[config.mk]
export PLATFORM = sky130hd
export DESIGN_NAME = window_scan_ctrl
export DESIGN_NICKNAME = d
export VERILOG_FILES = /design/src/rtl/window_scan_ctrl.sv
export SDC_FILE = /design/constraint.sdc
export NUM_CORES = 1
export LEC_CHECK = 0
export BUFFER_PORTS_ARGS = -buffer_cell sky130_fd_sc_hd__buf_2
export CAP_MARGIN = 20
export CORE_MARGIN = 5
export CORE_UTILIZATION = 36
export CTS_CLUSTER_DIAMETER = 60
export DETAILED_ROUTE_END_ITERATION = 10
export PLACE_DENSITY = 0.65
export SETUP_SLACK_MARGIN = 0.4
export SYNTH_ARGS = -nofsm -noshare
export SYNTH_HDL_FRONTEND = slang
export SYNTH_SLANG_ARGS = --single-unit
export TNS_END_PERCENT = 50
[constraint.sdc]
create_clock -name clk -period 1.9 [get_ports clk]
set_clock_uncertainty 0.15 [all_clocks]
set_input_delay 0.38 -clock clk [delete_from_list [all_inputs] [get_ports clk]]
set_output_delay 0.38 -clock clk [all_outputs]
set_load 0.03 [all_outputs]
[src/rtl/window_scan_ctrl.sv]
// window_scan_ctrl: raster sequencer for 3x3 window reads.
// Issues one read per position and retires results after the filter pipe.
module window_scan_ctrl #(
    parameter int COLS = 256,
    parameter int ROWS = 32,
    parameter int LAT  = 3
) (
    input  logic                            clk,
    input  logic                            rst_n,
    input  logic                            start,
    input  logic                            stall,
    input  logic                            abort,
    output logic                            rd,
    output logic                            wr,
    output logic [$clog2(COLS)-1:0]         col,
    output logic [$clog2(ROWS)-1:0]         row,
    output logic [$clog2(COLS*ROWS):0]      wr_cnt,
    output logic                            busy,
    output logic                            done
);

    localparam int CW = $clog2(COLS);
    localparam int RW = $clog2(ROWS);
    localparam int NW = $clog2(COLS*ROWS) + 1;

    localparam logic [CW-1:0] COL_LAST = CW'(COLS - 1);
    localparam logic [RW-1:0] ROW_LAST = RW'(ROWS - 1);

    typedef enum logic [1:0] {
        IDLE,
        READ,
        DRAIN,
        DONE
    } state_t;

    state_t          state_q, state_d;
    logic [CW-1:0]   col_q, col_d;
    logic [RW-1:0]   row_q, row_d;
    logic [NW-1:0]   cnt_q, cnt_d;
    logic [LAT-1:0]  vld_q, vld_d;
    logic            last_pos;

    assign last_pos = (col_q == COL_LAST) && (row_q == ROW_LAST);

    // Read strobe: abort overrides an otherwise legal read.
    assign rd     = (state_q == READ) && !stall && !abort;
    assign wr     = vld_q[LAT-1];
    assign col    = col_q;
    assign row    = row_q;
    assign wr_cnt = cnt_q;
    assign busy   = (state_q != IDLE);
    assign done   = (state_q == DONE);

    // Next-state, scan position, result pipe and write counter.
    always_comb begin
        state_d = state_q;
        col_d   = col_q;
        row_d   = row_q;
        cnt_d   = cnt_q;
        vld_d   = LAT'({vld_q, rd});

        if (wr) begin
            cnt_d = cnt_q + NW'(1);
        end

        unique case (state_q)
            IDLE: begin
                if (start) begin
                    state_d = READ;
                    col_d   = '0;
                    row_d   = '0;
                    cnt_d   = '0;
                end
            end
            READ: begin
                if (abort) begin
                    state_d = DRAIN;
                end else if (rd) begin
                    if (col_q == COL_LAST) begin
                        col_d = '0;
                        row_d = row_q + RW'(1);
                    end else begin
                        col_d = col_q + CW'(1);
                    end
                    if (last_pos) begin
                        state_d = DRAIN;
                    end
                end
            end
            DRAIN: begin
                // Leave once the result on the write port is the last one.
                if (vld_d == '0) begin
                    state_d = DONE;
                end
            end
            DONE: begin
                state_d = IDLE;
            end
            default: begin
                state_d = IDLE;
            end
        endcase
    end

    // State register; reset discards any results still in the pipe.
    always_ff @(posedge clk) begin
        if (rst_n) begin
            state_q <= IDLE;
            col_q   <= '0;
            row_q   <= '0;
            cnt_q   <= '0;
            vld_q   <= '0;
        end else begin
            state_q <= state_d;
            col_q   <= col_d;
            row_q   <= row_d;
            cnt_q   <= cnt_d;
            vld_q   <= vld_d;
        end
    end

endmodule

# --- After elaboration in Yosys (flattened, before gate mapping) ---
# Index checks and enable logic that the tools add are counted.
totals:
  register_bits: 32
  latchBits: 0
  ramBits: 0
  mem_bits_ro: 0
  output_inout_bits: 31
  word_cells: 51
  mem_count: 0
op_classes:
  add_sub_neg: 3
  multipliers: 0
  n_div: 0
  magnitude_cmp: 0
  n_eq_ne: 12
  shifts: 0
  muxes: 19
  bitwise_logic: 0
  n_reduce_logical: 12
op_table:
  columns: ["op", "n"]
  rows:
  - ["2-to-1 mux 14 bit", 3]
  - ["2-to-1 mux 8 bit", 4]
  - ["2-to-1 mux 5 bit", 4]
  - ["case mux 8 bit (2 select lines)", 1]
  - ["adder 14 x 1 -> 14 bit (second input constant)", 1]
  - ["2-to-1 mux 2 bit", 5]
  - ["!= test 2 bit (second input constant)", 5]
  - ["case mux 5 bit (2 select lines)", 1]
  - ["adder 8 x 1 -> 8 bit (second input constant)", 1]
  - ["equality test 8 bit (second input constant)", 1]
  - ["case mux 2 bit (4 select lines)", 1]
  - ["AND reduction 4 bit", 2]
  - ["!= test 3 bit (second input constant)", 2]
  - ["adder 5 x 1 -> 5 bit (second input constant)", 1]
  - ["equality test 5 bit (second input constant)", 1]
  - ["AND reduction 5 bit", 1]
  - ["equality test 2 bit (second input constant)", 2]
  - ["nonzero test 2 bit", 2]
  - ["logical AND 1 bit", 3]
  - ["zero test 3 bit", 1]
  - ["equality test 2 x 1 -> 1 bit (second input constant)", 1]
  - ["zero test 1 bit", 2]
  - ["zero test 2 bit", 1]

# --- Longest topological paths before layout ---
logic_depth:
  word_depth: 6
  ltp_mapped: 8
  mapped_depth_nobuf: 7

# --- Worst setup path before layout ---
# OpenSTA, ideal clock, no wires.
synth_path:
  path_type: "reg-to-reg"
  startpoint: "register state_q[1]"
  endpoint: "register col_q[5] (netlist: col[5])"
  setup_time_ns: 0.066
  arrival_time_ns: 1.873
  required_ns: 1.684
  setup_slack_ns: -0.189
  stages_incl_launch_ff: 9
  path_cell_list: "dfxtp_1 > inv_1 > ha_1 > or3b_1 > buf_6 > clkinv_4 > o21ai_4 > or4_4 > a21oi_2"
synth_between:
  elab_chain_len: 5
  word_cells_on_any_way: 10
  classes_between: "eq/ne: 4; mux: 1; reduce/logical: 5"
synth_rtl:
  columns: ["item", "line", "source"]
  rows:
  - ["from (decl)", "36", "state_t state_q, state_d;"]
  - ["from (signal assigned)", "114", "state_q <= state_d;"]
  - ["equality test 2 x 1 -> 1 bit", "46", "assign rd = (state_q == READ) && !stall && !abort;"]
  - ["logical AND 1 bit (2 in series)", "46", null]
  - ["named net rd", "13", "output logic rd,"]
  - ["!= test 2 bit (no source line)", null, null]
  - ["AND reduction 4 bit (no source line)", null, null]
  - ["to (signal assigned)", "115", "col_q <= col_d;"]
  - ["to (decl)", "37", "logic [CW-1:0] col_q, col_d;"]
# The timed path passes the listed nets, and every way through them passes these cells.
# A chain may end at the register's enable or synchronous reset.

# --- Worst setup path in the final report ---
layout_path:
  startpoint: "register state_q[1]"
  endpoint: "output rd"
layout_between:
  elab_chain_len: 3
layout_rtl:
  columns: ["item", "line"]
  rows:
  - ["equality test 2 x 1 -> 1 bit", "46"]
  - ["logical AND 1 bit (2 in series)", "46"]
  - ["to (decl)", "13"]
# No other way between the ends.

==> results.tsv <==
metric	value	unit
Final ANT Viol Nets	0	
CTS Buffer Depth	2	
minimum clock period after layout	2.01	ns
detailed-route wire length per cell	13.9	um
CTS Root Cell	clkbuf_8	
post-synthesis sequential area ratio	40.8	%
hold buffers post-CTS	0	
drt via density	4.99	
mux contribution to synthesized area	1.91	%
CP max FO	2	
CP bufs+invs	4	
CTS tree	built	
clk_lat worst skew	0.29	ns
Power Internal	0.00198	W
fin crit share	106	%
compound-cell area share of the yosys netlist	13.9	%
xor and xnor fraction of the mapped netlist area	8.37	%
Worst-path clk slew	0.07	ns
Detailed Routing Iterations Pass 1	4	
Die Area	5780	um2
EDFF count, synth	0	
Synth Flop Type	dfxtp_1	
Synth Area in Adders	6.37	%
fmax	498	MHz
Largest stage delay, worst path	0.42	ns
Vias	1502	
first-pass GRT wire length	6870	um
Net Sw Frac	37.6	%
Slew headroom	68.3	%
Avg Inst Size Synth	9.02	um2
VDD IR-drop max	0.630	mV
Worst path top cell family by delay	simple AND/OR/NAND/NOR gates	
Worst Path Required	1.37	ns
Final setup viols	8	
vias in the first global route	1506	
Layout Nets	261	
Final Hold Fails	0	
cell area after layout	2560	um2
crit start category	register	
Diodes inserted	0	
Synth async-reset ratio	0	%
GPL Wtd Cong	0.810	
1st-iter DRT viols	50	
Fillers	348	
worst setup margin	-0.109	ns
crit end category	primary output	
HPWL after DPL	2760	um
yosys warns	0	
initial antenna violation count	0	
drc violations	0	
P_sw	0.00119	W
HP Class	in -> reg	
Yosys reg bits	32	
pin count of the biggest net entering global routing	15	
Setup Crit Path Kind	reg -> out	
core area	4290	um2
dpl cell area	2010	um2
RSZ-0062 raised after global routing	true	
DRT Wirelength	4200	um
Design Power	0.00318	W
row cnt	24	
CTS H-tree depth	2	
Mapped Area	1570	um2
crit path DAT	1.48	ns
combinational share of power	56.6	%
failing checks	negative setup slack	
total track usage	14.2	%
share of power burned in registers	24.7	%
Overflow after GRT	0	
P_leak	1.02	nW
Vert. Die Dim	76.0	um
CP cell instances	inv_2 > ha_4 > or3b_4 > clkinv_8 > buf_6 > buf_6	
share of cells above drive strength 1	53.4	%
die extent in x	76.0	um
Synth-to-Final Area Change	63.1	%
clock network power share	18.7	%
Most common cell on crit path	buf_6	
Starting Density	36.6	%
CTS sink cnt	32	
critical path's slowest cell	or3b_4	
Netlist cell types	43	
CTS buffer count	5	
Mapped Cells	174	
worst-margin pin slew	0.471	ns
Max-Cap Viols	0	
Ports	36	
max-slew violation count	0	
PD cells	1240	nW/um2
Synth Net Count	187	
port buffer count	35	
Simple-Gate Fraction of Synth Area	25.4	%
outcome	finished with violations	
combinational family with the most area after synthesis	simple AND/OR/NAND/NOR gates	
R2R setup slack	-0.10	ns
## path summary, 6_finish.rpt
kind	from	cells after the start	end
worst max-delay path	state_q[1]$_SDFFE_PP0P_	6	rd
worst min-delay path	rst_n	3	state_q[0]$_SDFFE_PP0P_
worst max register to register	state_q[1]$_SDFFE_PP0P_	8	col[5]$_SDFFE_PP0P_
worst min register to register	vld_q[1]$_SDFF_PP0_	1	vld_q[2]$_SDFF_PP0_
## placed cells by master (no fill, tap or decap), types with 7 or more instances in the layout
cell type / netlist / layout
nor2_1: 20 / 10
dfxtp_2: 0 / 7
xor2_1: 10 / 10
nand2_1: 10 / 9
dfxtp_1: 32 / 22
nor2_4: 0 / 9
buf_4: 0 / 32
buf_2: 0 / 23
nand3_1: 9 / 8
buf_6: 1 / 13
## cell type report
class                   count  area, um2  share of cell area [%]
clock buffers               7       97.6                    3.81
clock inverters             1       5.00                   0.195
inverters                   5       33.8                    1.32
multi-input cells         132       1150                    45.1
flip-flops and latches     32        661                    25.8
well taps                  52       65.1                    2.54
repair buffers             72        544                    21.3
## power groups by stage
stage | clock [W] | sequential (W) | combinational, W
floorplan | 0 | 0.000834 | 0.000611
global placement | 0 | 0.000788 | 0.00108
finish | 0.000594 | 0.000785 | 0.00180
detailed placement | 0 | 0.000787 | 0.00109
global route | 0.000644 | 0.000791 | 0.00191
CTS | 0.000605 | 0.000778 | 0.00159
## routing by layer
| layer | vias up | global-route usage, % | part of all wire, % |
|---|---|---|---|
| met2 | 26 | 22.7 | 47 |
| met3 | 7 | 4.73 | 4.2 |
| met1 | 708 | 17.8 | 46 |
| met5 | - | 0 | 0 |
| met4 | 0 | 4.80 | 1.9 |
| li1 | 761 | - | - |
## synthesized netlist by cell type, types with 2 or more instances
cell type | count | area, um2
o21ai_0 | 6 | 30.0
nor2_1 | 20 | 75.1
or2_2 | 2 | 12.5
clkbuf_1 | 3 | 11.3
o31ai_1 | 4 | 30.0
inv_1 | 4 | 15.0
and4_1 | 2 | 17.5
or2b_1 | 2 | 15.0
ha_1 | 8 | 100
or3_1 | 5 | 31.3
a21oi_1 | 9 | 45.0
xnor2_1 | 5 | 43.8
dfxtp_1 | 32 | 641
a21o_1 | 2 | 15.0
nand4_1 | 4 | 25.0
nor2b_1 | 4 | 25.0
nand3_1 | 9 | 45.0
nand2_1 | 10 | 37.5
nand2b_1 | 3 | 18.8
a211oi_1 | 2 | 15.0
a22o_1 | 2 | 17.5
xor2_1 | 10 | 87.6
mux2i_1 | 3 | 30.0
nor4_1 | 2 | 12.5
and3_1 | 3 | 18.8
## cell families after synthesis
logic type / after synthesis
and+or+nand+nor: 74
AOI/OAI and AO/OA: 32
DFF: 32
xor gates and xnor gates: 15
buffers and inverters: 10
adders and majority gates: 8
muxes: 3
## worst register-to-register path, stage by stage, from the launching register on
cell	delay, ns
dfxtp_2	0.32
inv_2	0.06
ha_4	0.12
or3b_4	0.42
clkinv_8	0.07
buf_4	0.11
o21ai_4	0.08
or4_4	0.49
a21oi_2	0.12
## metrics by stage
step                      utilization (%)  instances  TNS, ns  hold slack, ns  setup slack (ns)
after floorplan                         -        174   -0.106           0.289           -0.0559
after global placement               46.7        281   -0.517           0.304            -0.123
final                                59.6        301   -0.386           0.299            -0.109
after detailed placement             46.7        281   -0.558           0.308            -0.163
after CTS                            55.7        300   -0.276           0.298            -0.108
after global routing                 59.6        301    -1.04           0.313            -0.159
## flip-flops by register name (all words and copies together) (netlist names)
register  flops
col           8
wr_cnt       14
state_q       2
row           5
vld_q         3
## what timing repair did
| item | CTS | global route |
|---|---|---|
| pin swaps | 19 | 16 |
| gates cloned | 0 | 0 |
| endpoints found under the setup margin | 32 | 43 |
| gates resized for setup | 47 | 51 |
| hold endpoints to repair | 0 | 0 |
| buffers inserted | 11 | 1 |
Power figures use the tool's default switching activity.
